File: src/rtl/fetch_unit_pkg.sv
// Shared definitions for the fetch stage: next-PC commands, FSM states.
// Optional JAL link capture is enabled by defining JAL_LINK_EN.
package fetch_unit_pkg;

  localparam int DEFAULT_ADDR_W = 16;

  localparam logic [1:0] PC_HOLD   = 2'b00;
  localparam logic [1:0] PC_INC    = 2'b01;
  localparam logic [1:0] PC_JUMP   = 2'b10;
  localparam logic [1:0] PC_BRANCH = 2'b11;

  typedef enum logic {
    IDLE = 1'b0,
    REQ  = 1'b1
  } state_t;

endpackage

File: src/rtl/fetch_unit_next_pc.sv
// Combinational next-PC select: hold, increment, jump or PC-relative branch.
// All sums wrap modulo 2^ADDR_W.
module next_pc_calc
  import fetch_unit_pkg::*;
#(
  parameter int ADDR_W = DEFAULT_ADDR_W
) (
  input  logic [ADDR_W-1:0] pc,
  input  logic [1:0]        pcEn,
  input  logic [ADDR_W-1:0] target,
  input  logic [7:0]        disp,
  output logic [ADDR_W-1:0] pcInc,
  output logic [ADDR_W-1:0] nextPc
);

  logic [ADDR_W-1:0] dispExt;

  assign dispExt = {{(ADDR_W-8){disp[7]}}, disp};
  assign pcInc   = pc + ADDR_W'(1);

  always_comb begin
    nextPc = pc;
    unique case (1'b1)
      pcEn == PC_HOLD:   nextPc = pc;
      pcEn == PC_INC:    nextPc = pcInc;
      pcEn == PC_JUMP:   nextPc = target;
      pcEn == PC_BRANCH: nextPc = pc + dispExt;
      default:           nextPc = pc;
    endcase
  end

endmodule

File: src/rtl/fetch_unit.sv
// PC + instruction register stage with req/ack instruction fetch.
// Define JAL_LINK_EN to add the linkAddr return-address register.
module fetch_unit
  import fetch_unit_pkg::*;
#(
  parameter int                ADDR_W   = DEFAULT_ADDR_W,
  parameter logic [ADDR_W-1:0] RESET_PC = '0
) (
  input  logic              clk,
  input  logic              reset,
  input  logic              fetch,
  input  logic [1:0]        pcEn,
  input  logic              isJal,
  input  logic [15:0]       jumpTarget,
  output logic              memReq,
  output logic [ADDR_W-1:0] memAddr,
  input  logic              memAck,
  input  logic [15:0]       memData,
  output logic [15:0]       instruction,
  output logic              instrValid,
  output logic              busy,
  output logic [ADDR_W-1:0] pc
`ifdef JAL_LINK_EN
  ,
  output logic [ADDR_W-1:0] linkAddr
`endif
);

  state_t            state;
  state_t            nextState;
  logic [ADDR_W-1:0] pcInc;
  logic [ADDR_W-1:0] pcNext;
  logic              pcCmd;
  logic              ackd;

  next_pc_calc #(
    .ADDR_W(ADDR_W)
  ) u_next_pc (
    .pc    (pc),
    .pcEn  (pcEn),
    .target(jumpTarget[ADDR_W-1:0]),
    .disp  (instruction[7:0]),
    .pcInc (pcInc),
    .nextPc(pcNext)
  );

  assign pcCmd   = (state == IDLE) && (pcEn != PC_HOLD);
  assign ackd    = (state == REQ) && memAck;
  assign memReq  = (state == REQ);
  assign busy    = (state == REQ);
  assign memAddr = pc;

  always_ff @(posedge clk) begin
    if (reset) state <= IDLE;
    else       state <= nextState;
  end

  always_comb begin
    nextState = state;
    case (state)
      IDLE:    if (fetch)  nextState = REQ;
      REQ:     if (memAck) nextState = IDLE;
      default: nextState = IDLE;
    endcase
  end

  // pc only moves in IDLE, so memAddr is stable for the whole request
  always_ff @(posedge clk) begin
    if (reset) begin
      pc          <= RESET_PC;
      instruction <= '0;
      instrValid  <= 1'b0;
    end else begin
      if (pcCmd) begin
        pc         <= pcNext;
        instrValid <= 1'b0;
      end
      if (ackd) begin
        instruction <= memData;
        instrValid  <= 1'b1;
      end
    end
  end

`ifdef JAL_LINK_EN
  always_ff @(posedge clk) begin
    if (reset)
      linkAddr <= '0;
    else if (pcCmd && pcEn == PC_JUMP && isJal)
      linkAddr <= pcInc;
  end
`else
  logic unused_jal;
  assign unused_jal = isJal ^ (^pcInc);
`endif

endmodule
File: config.mk
export PLATFORM = sky130hd
export DESIGN_NAME = fetch_unit
export DESIGN_NICKNAME = d
export VERILOG_FILES = /design/src/rtl/fetch_unit_pkg.sv /design/src/rtl/fetch_unit_next_pc.sv /design/src/rtl/fetch_unit.sv
export SDC_FILE = /design/constraint.sdc
export NUM_CORES = 1
export LEC_CHECK = 0
export CAP_MARGIN = 10
export CORE_ASPECT_RATIO = 0.6
export CORE_MARGIN = 3
export CORE_UTILIZATION = 43
export DETAILED_ROUTE_END_ITERATION = 7
export PLACE_DENSITY_LB_ADDON = 0.25
export SYNTH_ARGS = -nofsm -noshare
export SYNTH_HDL_FRONTEND = slang
export SYNTH_SLANG_ARGS = --single-unit
export TNS_END_PERCENT = 10
File: constraint.sdc
create_clock -name clk -period 3.6 [get_ports clk]
set_clock_uncertainty 0.05 [all_clocks]
set_input_delay 0.36 -clock clk [delete_from_list [all_inputs] [get_ports clk]]
set_output_delay 0.36 -clock clk [all_outputs]
set_load 0.05 [all_outputs]
==> impl_metrics.json <==
{
  "status": "finished clean",
  "clock_sinks": 34,
  "cts.clk_slew.worst_paths_ns": 0.08,
  "regArea_um2": 681,
  "tightest_slew_ns": 0.619,
  "via_per_inst": 5.62,
  "relSlewSlack": 0.587,
  "critical_path_arrival_ns": 3.25,
  "worst_ir_drop_vdd_v": 0.000213,
  "synthCells": 280,
  "place_congestion": 0.947,
  "clockBufferDepth": 2,
  "r2r_slack_ns": 0.84,
  "synthToLayoutAreaGrowth_pct": 39.8,
  "num_antenna_cells": 0,
  "dp_hpwl_um": 4740,
  "cts_buffers": 5,
  "power_frac_clock": 0.289,
  "finalHoldViolCount": 0,
  "synthArstFlopShare": 0,
  "max_clock_freq_ghz": 0.321,
  "preCtsSetupSlack_ns": 0.230,
  "place_area_um2": 2950,
  "p_int_mw": 0.649,
  "rr_worst_depth": 11,
  "path_max_fanout": 6,
  "avgSynthCellArea_um2": 7.76,
  "fin_area_um2": 3040,
  "layout_setup_ws_ns": 0.483,
  "io_pins": 90,
  "post_drt_wl_per_cell_um": 15.4,
  "setup_viol": 0,
  "hold_path.class": "register to register",
  "cts-root-buf": "clkbuf_8",
  "synth-edff-count": 0,
  "synth_flop_cell": "dfxtp_1",
  "grt_pass1_vias": 2083,
  "rsz0062_at_grt": "false",
  "antenna_found_initial": 0,
  "path_class": "input pin to register",
  "ys_ff_latch": 34,
  "drive_above_1_share": 0.0833,
  "whs_endpoint": "instruction[12]",
  "p_seq_frac": 0.415,
  "synth_area_um2": 2170,
  "cap_violations": 0,
  "period_needed_ns": 3.12,
  "drtIter0Drc": 166,
  "start_kind": "input pin",
  "grtUsageTotal": 0.216,
  "yosysWarnings": 0,
  "timing.final.crit_share": 0.866,
  "power.leakage_nw": 1.12,
  "cts_repair_resize_count": 0,
  "tritoncts": "built",
  "pwr-share-comb": 0.296,
  "firstDrtPassIters": 4,
  "crit_path_end_kind": "register",
  "grt_start_max_net_pins": 32,
  "wirelength_um": 6320,
  "nets": 394,
  "grt_overflow": 0,
  "slew_violations": 0,
  "die_area_um2": 5970,
  "fp.dieH_um": 61.1,
  "cp.required_ns": 3.74,
  "die_x_um": 97.8,
  "insertion_delay_ns": 0.30,
  "num_rows": 19,
  "yosysUniqueCellTypes": 55,
  "fillCellCount": 422,
  "r2r_start": "instruction[0]",
  "postCtsSetupRepairBufs": 0,
  "power_density_nw_per_um2": 334,
  "synth-seq-area-share": 0.313,
  "multiInputGateArea_um2": 1250,
  "worstReg2RegEnd": "memAddr[8]",
  "hold_buffers": 0,
  "grt_first_pass_wirelength_um": 10200,
  "hp-start": "instruction[12]",
  "setup_tns_ns": 0,
  "start_util": 0.459,
  "core_um2": 4730,
  "switchingPower_mw": 0.365,
  "drc": 0,
  "io_buffers": 88,
  "syn_nets": 327,
  "routed-via-count": 2311,
  "hold_path_depth": 2,
  "antenna_left": 0,
  "p_sw_frac": 0.360,
  "cts.htree.levels": 2,
  "final_core_util": 0.642
}
==> metrics by stage <==
| step | power, mW | cells | hold WS (ns) |
|---|---|---|---|
| after floorplan | 0.625 | 280 | 0.446 |
| after global placement | 0.724 | 403 | 0.391 |
| after detailed placement | 0.729 | 403 | 0.397 |
| after CTS | 1.02 | 411 | 0.408 |
| after global routing | 1.05 | 411 | 0.427 |
| final | 1.01 | 411 | 0.406 |
==> sequential cells by signal, summed over array words and instances, names as in the netlist <==
signal,count
memAddr,16
busy,1
instrValid,1
instruction,16
==> routing by layer <==
metal  GRT usage  wire length (um)
met4      0.0513                51
met2       0.339              2640
met3      0.0532               575
met1       0.306              3050
met5           0                 0
==> power groups by stage <==
| stage | registers, mW | logic [mW] | clock network, mW |
|---|---|---|---|
| global route | 0.425 | 0.320 | 0.309 |
| detailed placement | 0.429 | 0.300 | 0 |
| CTS | 0.421 | 0.302 | 0.298 |
| floorplan | 0.484 | 0.141 | 0 |
| global placement | 0.428 | 0.296 | 0 |
| finish | 0.421 | 0.300 | 0.293 |
==> final cells by class <==
class	count	area share
multi-input cells	209	0.412
repair buffers	94	0.305
flip-flops and latches	34	0.224
well taps	63	0.0259
clock buffers	5	0.0226
clock inverters	3	0.00700
inverters	3	0.00371
==> cell usage after synthesis, drive strengths merged (2+ instances only) <==
cell,n,share of area
xnor2,2,0.0081
a21o,2,0.0081
mux2i,8,0.037
o21ai,19,0.044
ha,7,0.040
or4,3,0.014
or3,3,0.0098
xor2,3,0.012
clkbuf,13,0.027
nor3,4,0.0092
a32oi,3,0.012
o22ai,2,0.0058
inv,3,0.0052
nor4,2,0.0086
buf,19,0.069
nand3,7,0.016
o2bb2ai,3,0.012
nor2,19,0.034
and3,10,0.030
dfxtp,34,0.31
nand2,54,0.093
a31oi,2,0.0058
a22oi,5,0.017
nand4,2,0.0058
a211oi,2,0.0069
a21oi,28,0.064
==> how the worst max path moves through the flow <==
stage	from	endpoint	slack, ns	cells after the start
after floorplan	instruction[0]	memAddr[8]	0.77	10
after global placement	pcEn[0]	memAddr[8]	0.26	12
after detailed placement	pcEn[0]	memAddr[8]	0.23	12
after CTS	pcEn[0]	memAddr[8]	0.52	12
after global routing	pcEn[1]	memAddr[15]	0.36	10
final	pcEn[0]	memAddr[8]	0.48	12
==> critical path: stages <==
cell             delay [ns]
clkdlybuf4s50_1        0.63
nand3b_1               0.12
ha_1                   0.23
fa_1                   0.41
a21o_2                 0.25
a311o_1                0.43
a21oi_1                0.15
buf_4                  0.15
nand2_1                0.05
o22ai_1                0.17
mux2i_1                0.21
nand2_1                0.07
==> cells in the final DEF (no fill, tap or decap), types with 3 or more instances in the layout <==
cell and instances:
a32oi_1 3, clkbuf_8 5, buf_4 6, xor2_1 3, inv_1 3, nand2_1 54, nand3_1 7, a21oi_1 28
and3_1 8, nor3_1 4, dfxtp_1 34, mux2i_1 8, o21ai_0 18, o2bb2ai_1 3, nor2_1 18, clkdlybuf4s50_1 88
ha_1 7, a22oi_1 5
==> logic make-up after synthesis <==
logic type                 count (synthesis)  synth area share
and+or+nand+nor                          110             0.240
AOI/OAI and AO/OA                         77             0.225
buffers and inverters                     37             0.111
DFF                                       34             0.313
muxes                                      9            0.0420
adders and majority gates                  8            0.0495
xor gates and xnor gates                   5            0.0202
Note: power is estimated with default switching activity, not from simulation.
